===== src/rtl/rotate_sequencer_pkg.sv =====
// rotate_sequencer_pkg
// Shared definitions for the multi-cycle rotate sequencer and the ALU flag
// layout: rotate opcode encoding, sequencer state encoding, flag bit
// positions and the effective-count helper.
//
// Build option:
//   ROTATE_COUNT_MASK_EN  defined   -> rotate count is masked to count[4:0]
//                                      (80186 style, at most 31 steps)
//                         undefined -> full 8-bit count is used
//                                      (8086 style, at most 255 steps)
package rotate_sequencer_pkg;

  // Rotate operation encoding, shared with the ALU decoder.
  typedef enum logic [1:0] {
    ROT_ROL = 2'd0,
    ROT_ROR = 2'd1,
    ROT_RCL = 2'd2,
    ROT_RCR = 2'd3
  } RotOp_t;

  // Sequencer control states.
  typedef enum logic [1:0] {
    ST_IDLE = 2'd0,
    ST_RUN  = 2'd1,
    ST_DONE = 2'd2
  } RotState_t;

  // Flag register bit positions, shared with the ALU flags definitions.
  localparam int CF_IDX = 0;
  localparam int OF_IDX = 11;

  // Number of single-bit rotate steps requested by a raw count operand.
  function automatic logic [7:0] effective_count(input logic [7:0] raw_count);
`ifdef ROTATE_COUNT_MASK_EN
    return {3'b000, raw_count[4:0]};
`else
    return raw_count;
`endif
  endfunction

endpackage


===== src/rtl/rotate_sequencer_rot_step.sv =====
// rot_step
// Purely combinational single-bit rotate. Performs exactly one bit position
// of ROL/ROR/RCL/RCR on either the full 16-bit value or only its low byte.
//
// Ports:
//   value_in  [15:0]  value before this step
//   cf_in             carry flag before this step
//   op        [1:0]   rotate type (RotOp_t encoding)
//   is_8_bit          1: rotate value_in[7:0] only, upper byte passes through
//   value_out [15:0]  value after this step
//   cf_out            carry flag after this step (bit rotated out)
//   of_out            overflow flag computed from this step's result
module rot_step
  import rotate_sequencer_pkg::*;
(
  input  logic [15:0] value_in,
  input  logic        cf_in,
  input  logic [1:0]  op,
  input  logic        is_8_bit,
  output logic [15:0] value_out,
  output logic        cf_out,
  output logic        of_out
);

  logic [7:0]  low_res;
  logic [15:0] word_res;
  logic        res_msb;
  logic        res_msb_m1;

  always_comb begin
    low_res    = value_in[7:0];
    word_res   = value_in;
    cf_out     = cf_in;
    value_out  = value_in;
    res_msb    = 1'b0;
    res_msb_m1 = 1'b0;
    of_out     = 1'b0;

    if (is_8_bit) begin
      case (RotOp_t'(op))
        ROT_ROL: begin
          low_res = {value_in[6:0], value_in[7]};
          cf_out  = value_in[7];
        end
        ROT_ROR: begin
          low_res = {value_in[0], value_in[7:1]};
          cf_out  = value_in[0];
        end
        ROT_RCL: begin
          low_res = {value_in[6:0], cf_in};
          cf_out  = value_in[7];
        end
        ROT_RCR: begin
          low_res = {cf_in, value_in[7:1]};
          cf_out  = value_in[0];
        end
        default: begin
          low_res = value_in[7:0];
          cf_out  = cf_in;
        end
      endcase
      value_out  = {value_in[15:8], low_res};
      res_msb    = low_res[7];
      res_msb_m1 = low_res[6];
    end else begin
      case (RotOp_t'(op))
        ROT_ROL: begin
          word_res = {value_in[14:0], value_in[15]};
          cf_out   = value_in[15];
        end
        ROT_ROR: begin
          word_res = {value_in[0], value_in[15:1]};
          cf_out   = value_in[0];
        end
        ROT_RCL: begin
          word_res = {value_in[14:0], cf_in};
          cf_out   = value_in[15];
        end
        ROT_RCR: begin
          word_res = {cf_in, value_in[15:1]};
          cf_out   = value_in[0];
        end
        default: begin
          word_res = value_in;
          cf_out   = cf_in;
        end
      endcase
      value_out  = word_res;
      res_msb    = word_res[15];
      res_msb_m1 = word_res[14];
    end

    // Left rotates compare the new msb against the bit just rotated out;
    // right rotates compare the two top bits of the result.
    if ((RotOp_t'(op) == ROT_ROL) || (RotOp_t'(op) == ROT_RCL)) begin
      of_out = res_msb ^ cf_out;
    end else begin
      of_out = res_msb ^ res_msb_m1;
    end
  end

endmodule


===== src/rtl/rotate_sequencer.sv =====
// rotate_sequencer
// Multi-cycle rotate unit. A start pulse in IDLE captures the operands and
// the effective count N, then one bit position is rotated per RUN cycle
// using a single rot_step instance. Result and flags are published together
// with a one-cycle done pulse and held until the next accepted start.
//
// Build option: ROTATE_COUNT_MASK_EN selects count[4:0] as N; otherwise the
// full count[7:0] is used.
//
// Ports:
//   clk              rising-edge clock
//   reset_n          asynchronous active-low reset
//   start            rotate request, only honoured in IDLE
//   op        [1:0]  0=ROL 1=ROR 2=RCL 3=RCR
//   a         [15:0] operand
//   count     [7:0]  raw rotate count
//   is_8_bit         rotate a[7:0] only
//   flags_in  [15:0] flags at start (CF bit 0, OF bit 11)
//   busy             high in RUN and DONE
//   done             one-cycle completion pulse
//   out       [15:0] rotate result
//   flags_out [15:0] flags_in with CF/OF updated
module rotate_sequencer
  import rotate_sequencer_pkg::*;
(
  input  logic        clk,
  input  logic        reset_n,
  input  logic        start,
  input  logic [1:0]  op,
  input  logic [15:0] a,
  input  logic [7:0]  count,
  input  logic        is_8_bit,
  input  logic [15:0] flags_in,
  output logic        busy,
  output logic        done,
  output logic [15:0] out,
  output logic [15:0] flags_out
);

  RotState_t   state_q, state_d;
  logic [7:0]  rem_q, rem_d;
  logic [1:0]  op_q, op_d;
  logic        is_8_bit_q, is_8_bit_d;
  logic [15:0] work_q, work_d;
  logic [15:0] work_flags_q, work_flags_d;
  logic [15:0] out_q, out_d;
  logic [15:0] flags_out_q, flags_out_d;
  logic        busy_q, busy_d;
  logic        done_q, done_d;

  logic [15:0] step_val;
  logic        step_cf;
  logic        step_of;
  logic [15:0] step_flags;
  logic [7:0]  start_n;

  rot_step u_rot_step (
    .value_in  (work_q),
    .cf_in     (work_flags_q[CF_IDX]),
    .op        (op_q),
    .is_8_bit  (is_8_bit_q),
    .value_out (step_val),
    .cf_out    (step_cf),
    .of_out    (step_of)
  );

  always_comb begin
    state_d      = state_q;
    rem_d        = rem_q;
    op_d         = op_q;
    is_8_bit_d   = is_8_bit_q;
    work_d       = work_q;
    work_flags_d = work_flags_q;
    out_d        = out_q;
    flags_out_d  = flags_out_q;
    busy_d       = busy_q;
    done_d       = 1'b0;

    start_n = effective_count(count);

    step_flags         = work_flags_q;
    step_flags[CF_IDX] = step_cf;
    step_flags[OF_IDX] = step_of;

    case (state_q)
      ST_IDLE: begin
        busy_d = 1'b0;
        if (start) begin
          op_d         = op;
          is_8_bit_d   = is_8_bit;
          work_d       = a;
          work_flags_d = flags_in;
          rem_d        = start_n;
          busy_d       = 1'b1;
          if (start_n == 8'd0) begin
            // Zero-count rotate: publish the operand untouched right away.
            state_d     = ST_DONE;
            out_d       = a;
            flags_out_d = flags_in;
            done_d      = 1'b1;
          end else begin
            state_d = ST_RUN;
          end
        end
      end

      ST_RUN: begin
        work_d       = step_val;
        work_flags_d = step_flags;
        // Saturating decrement keeps the counter from wrapping.
        rem_d        = (rem_q != 8'd0) ? (rem_q - 8'd1) : 8'd0;
        busy_d       = 1'b1;
        if (rem_d == 8'd0) begin
          state_d     = ST_DONE;
          out_d       = step_val;
          flags_out_d = step_flags;
          done_d      = 1'b1;
        end
      end

      ST_DONE: begin
        state_d = ST_IDLE;
        busy_d  = 1'b0;
      end

      default: begin
        state_d = ST_IDLE;
        busy_d  = 1'b0;
      end
    endcase
  end

  always_ff @(posedge clk or negedge reset_n) begin
    if (!reset_n) begin
      state_q      <= ST_IDLE;
      rem_q        <= 8'd0;
      op_q         <= 2'd0;
      is_8_bit_q   <= 1'b0;
      work_q       <= 16'd0;
      work_flags_q <= 16'd0;
      out_q        <= 16'd0;
      flags_out_q  <= 16'd0;
      busy_q       <= 1'b0;
      done_q       <= 1'b0;
    end else begin
      state_q      <= state_d;
      rem_q        <= rem_d;
      op_q         <= op_d;
      is_8_bit_q   <= is_8_bit_d;
      work_q       <= work_d;
      work_flags_q <= work_flags_d;
      out_q        <= out_d;
      flags_out_q  <= flags_out_d;
      busy_q       <= busy_d;
      done_q       <= done_d;
    end
  end

  assign busy      = busy_q;
  assign done      = done_q;
  assign out       = out_q;
  assign flags_out = flags_out_q;

endmodule


===== config.mk =====
export PLATFORM = sky130hd
export DESIGN_NAME = rotate_sequencer
export DESIGN_NICKNAME = d
export VERILOG_FILES = /design/src/rtl/rotate_sequencer_pkg.sv /design/src/rtl/rotate_sequencer_rot_step.sv /design/src/rtl/rotate_sequencer.sv
export SDC_FILE = /design/constraint.sdc
export NUM_CORES = 1
export LEC_CHECK = 0
export BUFFER_PORTS_ARGS = -buffer_cell sky130_fd_sc_hd__buf_2
export CORE_UTILIZATION = 59
export DETAILED_ROUTE_END_ITERATION = 12
export PLACE_DENSITY = 0.85
export SLEW_MARGIN = 20
export SYNTH_ARGS = -nofsm -noshare
export SYNTH_HDL_FRONTEND = slang
export SYNTH_SLANG_ARGS = --single-unit

===== constraint.sdc =====
create_clock -name clk -period 6.05 [get_ports clk]
set_input_delay 0.3025 -clock clk [delete_from_list [all_inputs] [get_ports clk]]
set_output_delay 0.3025 -clock clk [all_outputs]
set_load 0.05 [all_outputs]

# Word-level counts from Yosys, hierarchy flattened
# Index checks and enable logic that the tools add are counted.
# W data, S select, Z words.
# classes
bitwise	3
n_reduce_logical	14
n_eq_ne	7
addsub	1
mux	34
# ops
operator	n
$mux W16	9
$pmux W16 S2	4
$pmux W16 S4	1
$pmux W8 S4	1
$logic_not A8 Y1	2
$mux W8	2
$pmux W8 S2	1
$mux W1	8
$pmux W1 S2	4
$reduce_bool A8 Y1	1
$sub A8 B1 Y8 const B	1
$mux W2	3
$ne A2 B2 Y1 const B	3
$reduce_and A2 Y1	3
$eq A2 B1 Y1 const B	2
$eq A2 B2 Y1 const B	2
$logic_not A2 Y1	2
$pmux W2 S2	1
$reduce_and A4 Y1	1
$reduce_or A2 Y1	2
$reduce_and A3 Y1	1
$reduce_bool A2 Y1	1
$xor A1 B1 Y1	2
$logic_or A1 B1 Y1	1
$not A1 Y1	1
# word_totals
out_inout_bits	34
regBits	78
elab_cells	70
inputBits	46

# Depth between registers and ports, before layout
# Gate-level depths: netlist (run 1).
# depth
word_depth	8
depth_mapped	8
ltp_nobuf	7

# By module
# Synthesis (run 1) repeated with hierarchy kept, for this count alone.
# unflattened
cells_unflattened	357
area_unflattened_um2	3907.5
# by_module_without_submodules
module	instances	area_each_um2	cells_each	seq_area_each_um2
rotate_sequencer	1	3562.2	310	1951.9
rot_step	1	345.3	47	0.0

# Worst setup path before layout (run 1)
# OpenSTA, ideal clock, no wires.
# synth_timing
kind	register -> register
startpoint	reg rem_q[0]
endpoint	reg flags_out_q[0], in the netlist flags_out[0]
stages_incl_launch_ff	8
setup_ps	125
required_ps	5925
slack_ps	3794
arrival_ps	2131
n_path_buf	0
period_less_slack_ps	2256
path_cell_list	dfrtp_1 > inv_1 > ha_1 > or4bb_1 > a311oi_1 > nand4_2 > nand2_4 > mux2_2
# synth_via
elab_chain_cells	5
elab_cells_between_ends	6
classes_between	add/sub (1); eq/ne (1); mux (1); reduce/logical (3)
# synth_rtl
item	line	rtl
from (decl)	rotate_sequencer.sv:41	logic [7:0] rem_q, rem_d;
from (signal assigned)	rotate_sequencer.sv:147	rem_q <= rem_d;
$sub A8 B1 Y8 or $reduce_bool A8 Y1 (tied branches)	rotate_sequencer.sv:111	rem_d = (rem_q != 8'd0) ? (rem_q - 8'd1) : 8'd0;
$mux W8 *	rotate_sequencer.sv:111	
$logic_not A8 Y1 *	rotate_sequencer.sv:113	if (rem_d == 8'd0) begin
$ne A2 B2 Y1 (no source line) *	-	
$reduce_and A4 Y1 (no source line) *	-	
to (signal assigned)	rotate_sequencer.sv:153	flags_out_q <= flags_out_d;
to (decl)	rotate_sequencer.sv:47	logic [15:0] flags_out_q, flags_out_d;
# Every way passes the cells marked *; elsewhere a longest branch is shown, timed or not.
# A chain may end at the register's enable or synchronous reset.

# Worst setup path in the final report (run 1)
# layout_timing
startpoint	reg rem_q[0]
endpoint	reg out_q[15], in the netlist out[15]
# layout_via
elab_chain_cells	5
elab_cells_between_ends	6
classes_between	add/sub (1); eq/ne (1); mux (1); reduce/logical (3)
# layout_rtl
item	line	rtl
$sub A8 B1 Y8 or $reduce_bool A8 Y1 (tied branches)	rotate_sequencer.sv:111	
$mux W8 *	rotate_sequencer.sv:111	
$logic_not A8 Y1 *	rotate_sequencer.sv:113	
$ne A2 B2 Y1 (no source line) *	-	
$reduce_and A4 Y1 (no source line) *	-	
to (signal assigned)	rotate_sequencer.sv:152	out_q <= out_d;
to (decl)	rotate_sequencer.sv:46	logic [15:0] out_q, out_d;
# Marks and branches as above.

==> reports/qor.csv, run 1 <==
metric,value,unit
rsz0062_at_grt,false,
wl_met2,3.89,mm
routedWlPerCell,15.3,um
die_area,6760,um^2
path_max_fanout,32,
ctsResizeCount,0,
seq_area_frac_synth,51.4,%
synth-main-ff-cell,dfrtp_1,
p_per_area,635,nW/um^2
grt-ovfl-total,0,
reg2regPathDepth,7,
ir_drop,388,uV
wirelength,8.25,mm
critPathSlowestCell,nand2_4,
cts_root_buffer,clkbuf_8,
holdBufCountCts,0,
dpl_cell_area,4190,um^2
layout_min_cycle_time,2.99,ns
critPathCapture,out[15],
ios,80,
rrSetupSlack,3.06,ns
grt.total_usage,26.6,%
timing.hold.ws,0.0969,ns
worstSetupStartpointType,register,
grt_max_degree,79,
finalPower,2.80,mW
cts_setup_buffers,0,
reg2reg_to,out[15],
ys_ff_latch,78,
cap_violations,0,
status,finished clean,
r2r-start,rem_q[0],
min_period_over_period,49.4,%
tightest_slew,0.982,ns
synth_fp_nets,435,
slowest_delay,0.50,ns
num_rows,28,
clock_skew,0.00982,ns
met1_length,3.70,mm
p_leak,2.05,nW
vias_per_cell,5.80,
cts.clk_slew.worst_paths,0.08,ns
cp-end-kind,register,
path_class,reg -> reg,
postLayoutCellArea,4410,um^2
floorplan.initialDensity,62.6,%
final_cell_mix,"dfrtp_1, buf_2, nand2_1, nor2_1, o21ai_0",
slew_viol_final,0,
die_h,82.2,um
grt_pass1_vias,2954,
holdCritPathClass,in -> async,
crit_arrival,3.24,ns
final.setup.tns,0,ns
core_area,6060,um^2
setup_violations,0,
drcViolationCount,0,
relSlewSlack,34.3,%
gp_congestion,0.895,
fillerInstances,441,
antenna_found_initial,0,
cts_made_buffers,9,
diodes,0,
cts.sinks,78,
area_growth_syn_to_layout,16.3,%
highest_layer,met4,
drive_gt1_share,24.8,%
grt_pass1_wl,13.4,mm
wl_met3,431,um
cts_tree,done,
worstPathRequired,6.30,ns
port_buffers,79,
place_hpwl,5.70,mm
die_x,82.2,um
ctsHtreeMaxLevel,3,
postRouteAntennaNets,0,
drt_first_pass_iters,4,
worstSkewPairLatency,0.36,ns
synth_edf_count,0,
fmax,335,MHz
netlist_area,3790,um^2
worstPathCellList,inv_1 > ha_1 > or4bb_1 > a311oi_1 > nand4_2 > nand2_4 > mux2_2,
avgSynthCellArea,9.78,um^2
dr.first_iter.drc_count,118,
clockBufferDepth,2,
ys_warn_count,0,
synth.distinct_cells,47,
critPathLaunch,rem_q[0],
finalHoldViolCount,0,
synthArstFlopShare,100,%
nNetsFinal,505,
num_vias,3119,
syn_inst,388,
-- flip-flops by register name (all words and copies together), names as in the netlist --
signal and cells:
busy 1, done 1, flags_out 16, is_8_bit_q 1, op_q 2, out 16, rem_q 8, state_q 2
work_flags_q 15, work_q 16
-- metal layers --
metal | up-vias | GRT usage [%]
li1 | 1491 | -
met1 | 1492 | 33.3
met2 | 112 | 44.0
met3 | 24 | 3.85
met4 | 0 | 14.9
met5 | - | 0
-- cell families after synthesis --
group | after synthesis | share of synthesized area (%)
XOR/XNOR | 1 | 0.231
multiplexers | 28 | 7.52
buffers and inverters | 43 | 5.08
AO/OA/AOI/OAI | 101 | 18.6
flip-flops | 78 | 51.4
adder cells (fa/ha/maj) | 1 | 0.330
AND/OR/NAND/NOR | 136 | 16.8
-- worst min path at each step --
| stage | from | to |
|---|---|---|
| final | reset_n | flags_out[10] |
| after global placement | work_flags_q[8] | work_flags_q[8] |
| after detailed placement | work_flags_q[1] | work_flags_q[1] |
| after global routing | is_8_bit | is_8_bit_q |
| after floorplan | reset_n | busy |
| after CTS | reset_n | flags_out[10] |
-- synth_stat cells, drive strengths merged, types with 3 or more instances --
library cell  count  area (um^2)
o22ai            11         68.8
nor2             28          105
o21ba             8         80.1
nor2b            11         68.8
or4               3         26.3
inv              19         71.3
a2bb2oi           6         52.6
o221a             6         67.6
nor3              5         25.0
mux2i            24          240
a21oi            21          105
o31ai             3         36.3
o21ai            26          130
buf               6         53.8
mux2              4         45.0
nand2            69          269
nand2b            9         56.3
a221o             3         30.0
a211oi           10         75.1
dfrtp            78         1950
clkbuf           17         63.8
-- critical path, delay by kind of cell, from the launching register on --
family,cells,cell delay (ns)
adder cells (fa/ha/maj),1,0.32
flip-flops,1,0.42
multiplexers,1,0.39
AND/OR/NAND/NOR,3,1.34
buffers and inverters,1,0.08
AO/OA/AOI/OAI,1,0.32
-- power breakdown --
| part | internal [mW] | switching [mW] | leakage, nW |
|---|---|---|---|
| clock network | 0.233 | 0.196 | 0.109 |
| logic | 0.490 | 0.895 | 1.01 |
| registers | 0.773 | 0.216 | 0.939 |
-- layout make-up --
class	count	area (um^2)	area share, %
clock buffer	9	124	2.81
clock inverter	7	98.8	2.24
inverter	20	75.1	1.70
multi-input combinational	267	1650	37.4
sequential	78	1950	44.2
tap	75	93.8	2.13
timing repair buffer	82	420	9.52
-- stage by stage --
stage          instances  util, %  setup WS, ns
6_report             538     72.8          3.06
5_1_grt              538     72.8          2.84
4_1_cts              538     72.8          3.05
3_5_place_dp         522     69.2          3.06
3_3_place_gp         522     69.2          3.11
2_1_floorplan        388        -          3.79
(Power assumes the default switching activity.)
==> run 2: changes to the inputs <==
Settings changed: ABC_AREA set to 1, CORE_UTILIZATION 59 to 50, PLACE_DENSITY 0.85 to 0.77.
Clock period 6.05 ns to 2.5 ns, I/O delays scaled along.
==> run 2 against run 1 <==
  * Critical path type unchanged
  * Die area up 22%
  * Synthesized area up 3.6%
  * Sequential share of layout area decreased by 2.3 points
  * Non-clock buffer count up 12
  * Sequential power is 130% higher
==> reports/qor.csv, run 2 <==
metric,value,unit
ios,80,
nNetsFinal,618,
tightest_slew,0.978,ns
p_leak,2.43,nW
synth_fp_nets,538,
synth_simple_gate_area_share,22.6,%
path_max_fanout,27,
cts.clk_slew.worst_paths,0.08,ns
die_area,8220,um^2
yosysMostFrequentCell,nand2_1,
fillerInstances,658,
port_buffers,79,
grt_pass1_wl,15.0,mm
critPathSlowestCell,dfrtp_1,
diodes,0,
netlist_area,3930,um^2
yosysTopAreaCellShare,49.7,%
synth_top_family_by_area,simple AND/OR/NAND/NOR gates,
die_h,90.7,um
crit_arrival,2.54,ns
timing.hold.ws,0.0428,ns
ir_drop,1150,uV
ctsHtreeMaxLevel,3,
layout_min_cycle_time,2.31,ns
cap_violations,0,
switching_share,50.5,%
grt_pass1_vias,3295,
synthMuxAreaShare,0,%
drcViolationCount,0,
slowest_delay,0.39,ns
syn_inst,491,
worstSetupStartpointType,register,
combPwrFrac,55.1,%
cts_root_buffer,clkbuf_8,
final_cell_mix,"nand2_1, dfrtp_1, buf_2, o21ai_0, inv_1",
seqPwrFrac,31.0,%
fin_ws,0.190,ns
relSlewSlack,34.8,%
drive_gt1_share,24.2,%
num_rows,31,
path_class,reg -> reg,
place_hpwl,6.34,mm
floorplan.initialDensity,53.0,%
final.setup.tns,0,ns
fmax,433,MHz
ys_top_cells_by_count,"nand2_1, dfrtp_1, o21ai_0, inv_1, nor2_1",
cts_setup_buffers,0,
p_int,3.70,mW
die_x,90.7,um
synthArstFlopShare,100,%
yosysTopAreaCell,dfrtp_1,
antenna_found_initial,0,
p_per_area,1600,nW/um^2
place_ws,0.209,ns
dr.first_iter.drc_count,225,
min_period_over_period,92.4,%
synth_edf_count,0,
p_switching,3.77,mW
cts_tree,done,
status,finished clean,
wirelength,8.91,mm
ys_ff_latch,78,
postRouteAntennaNets,0,
grt.total_usage,22.9,%
area_growth_syn_to_layout,18.6,%
worstPathRequired,2.73,ns
seqCellArea,1950,um^2
grt_max_degree,79,
cts.sinks,78,
grt-ovfl-total,0,
gp_congestion,0.891,
clock_skew,0.0128,ns
p_clk_share,13.9,%
drt_first_pass_iters,4,
synth.distinct_cells,35,
finalHoldViolCount,0,
num_vias,3439,
synth_xor_area_share,0.223,%
worstPathCellList,inv_1 > ha_1 > nand2_2 > nor2_4 > nand3_2 > nand3_1 > nand2_1 > nor2_2 > nand2_2 > nand2_4 > nand2_4 > buf_12 > nand2_1 > o21ai_2,
holdCritPathClass,in -> reg,
synth_compound_area_share,19.0,%
clockBufferDepth,2,
multi_input_area,1660,um^2
vias_per_cell,5.10,
core_area,7410,um^2
cp-end-kind,register,
worstSkewPairLatency,0.35,ns
synth-main-ff-cell,dfrtp_1,
avgSynthCellArea,8.00,um^2
cts_made_buffers,9,
setup_violations,0,
synth_adder_area_share,0.318,%
slew_viol_final,0,
ys_top_cells_by_area,"dfrtp_1, nand2_1, o21ai_0",
rsz0062_at_grt,false,
ys_warn_count,0,
final_common_cell,nand2_1,
routedWlPerCell,13.2,um
seq_area_frac_synth,49.7,%
## run 2: cell count changes in the layout (fill, tap and decap cells not counted), moves of 7 or more
cell and change:
o21ai_2 +18, nand3_1 +13, o21ai_0 +34, nand2b_1 -9, nand2_1 +96, nor2b_1 -11, o211ai_1 +7, o22ai_1 -9
mux2i_1 -24, buf_4 +7, inv_1 +20, a211oi_1 -10, o21ba_2 -7
## run 2: critical path: cells and delay by family (launching register included)
kind / cells / cell delay (ns)
AO/OA/AOI/OAI: 1 / 0.05
AND/OR/NAND/NOR: 10 / 1.12
adder cells (fa/ha/maj): 1 / 0.23
buffers and inverters: 2 / 0.39
flip-flops: 1 / 0.39
## run 2: repair_timing
| item | 4_1_cts | 5_1_grt |
|---|---|---|
| hold endpoints to repair | 81 | 0 |
| hold buffers | 4 | 0 |
| resized for setup | 0 | 0 |
## run 2: layout make-up
| class | instances | share of cell area, % |
|---|---|---|
| Clock buffer | 10 | 2.95 |
| Tap cell | 99 | 2.66 |
| Multi-Input combinational cell | 343 | 35.6 |
| Inverter | 45 | 3.73 |
| Clock inverter | 5 | 1.77 |
| Sequential cell | 78 | 41.9 |
| Timing Repair Buffer | 94 | 11.4 |
## run 2: final timing paths
check / cells after the start / endpoint / from / slack (ns)
hold reg to reg: 2 / out[9] / out[9] / 0.48
min in group asynchronous: 2 / rem_q[6] / reset_n / 0.46
setup / recovery: 14 / flags_out[14] / rem_q[0] / 0.19
hold / removal: 3 / work_flags_q[3] / flags_in[3] / 0.04
max in group asynchronous: 2 / rem_q[3] / reset_n / 1.38
setup reg to reg: 14 / flags_out[14] / rem_q[0] / 0.19
## run 2: power by group through the flow
stage / registers, mW / logic (mW) / clock network [mW]
2_1_floorplan: 3.11 / 2.41 / 0
3_3_place_gp: 2.31 / 4.01 / 0
3_5_place_dp: 2.32 / 4.11 / 0
4_1_cts: 2.31 / 4.13 / 1.07
5_1_grt: 2.39 / 4.55 / 1.11
6_report: 2.32 / 4.11 / 1.04
## run 2: cells by family after synthesis
logic type               count (synthesis)
flip-flops                              78
buffers and inverters                   70
AND/OR/NAND/NOR                        217
AO/OA/AOI/OAI                          124
XOR/XNOR                                 1
adder cells (fa/ha/maj)                  1
## run 2: per-stage QoR
stage                     power, mW  utilization (%)  instances  cell area, um^2
after global placement         6.32             59.4        655             4400
after global routing           8.06             62.9        674             4660
after CTS                      7.51             62.9        674             4660
final                          7.47             62.9        674             4660
after detailed placement       6.44             59.4        655             4400
after floorplan                5.52                -        491             3930
## run 2: routing by layer
| metal | up-vias | track usage, % | share of wire, % |
|---|---|---|---|
| met5 | - | 0 | 0 |
| met4 | 0 | 6.72 | 0.88 |
| met3 | 6 | 6.82 | 7.1 |
| met2 | 111 | 36.9 | 47 |
| met1 | 1572 | 29.9 | 45 |
| li1 | 1750 | - | - |
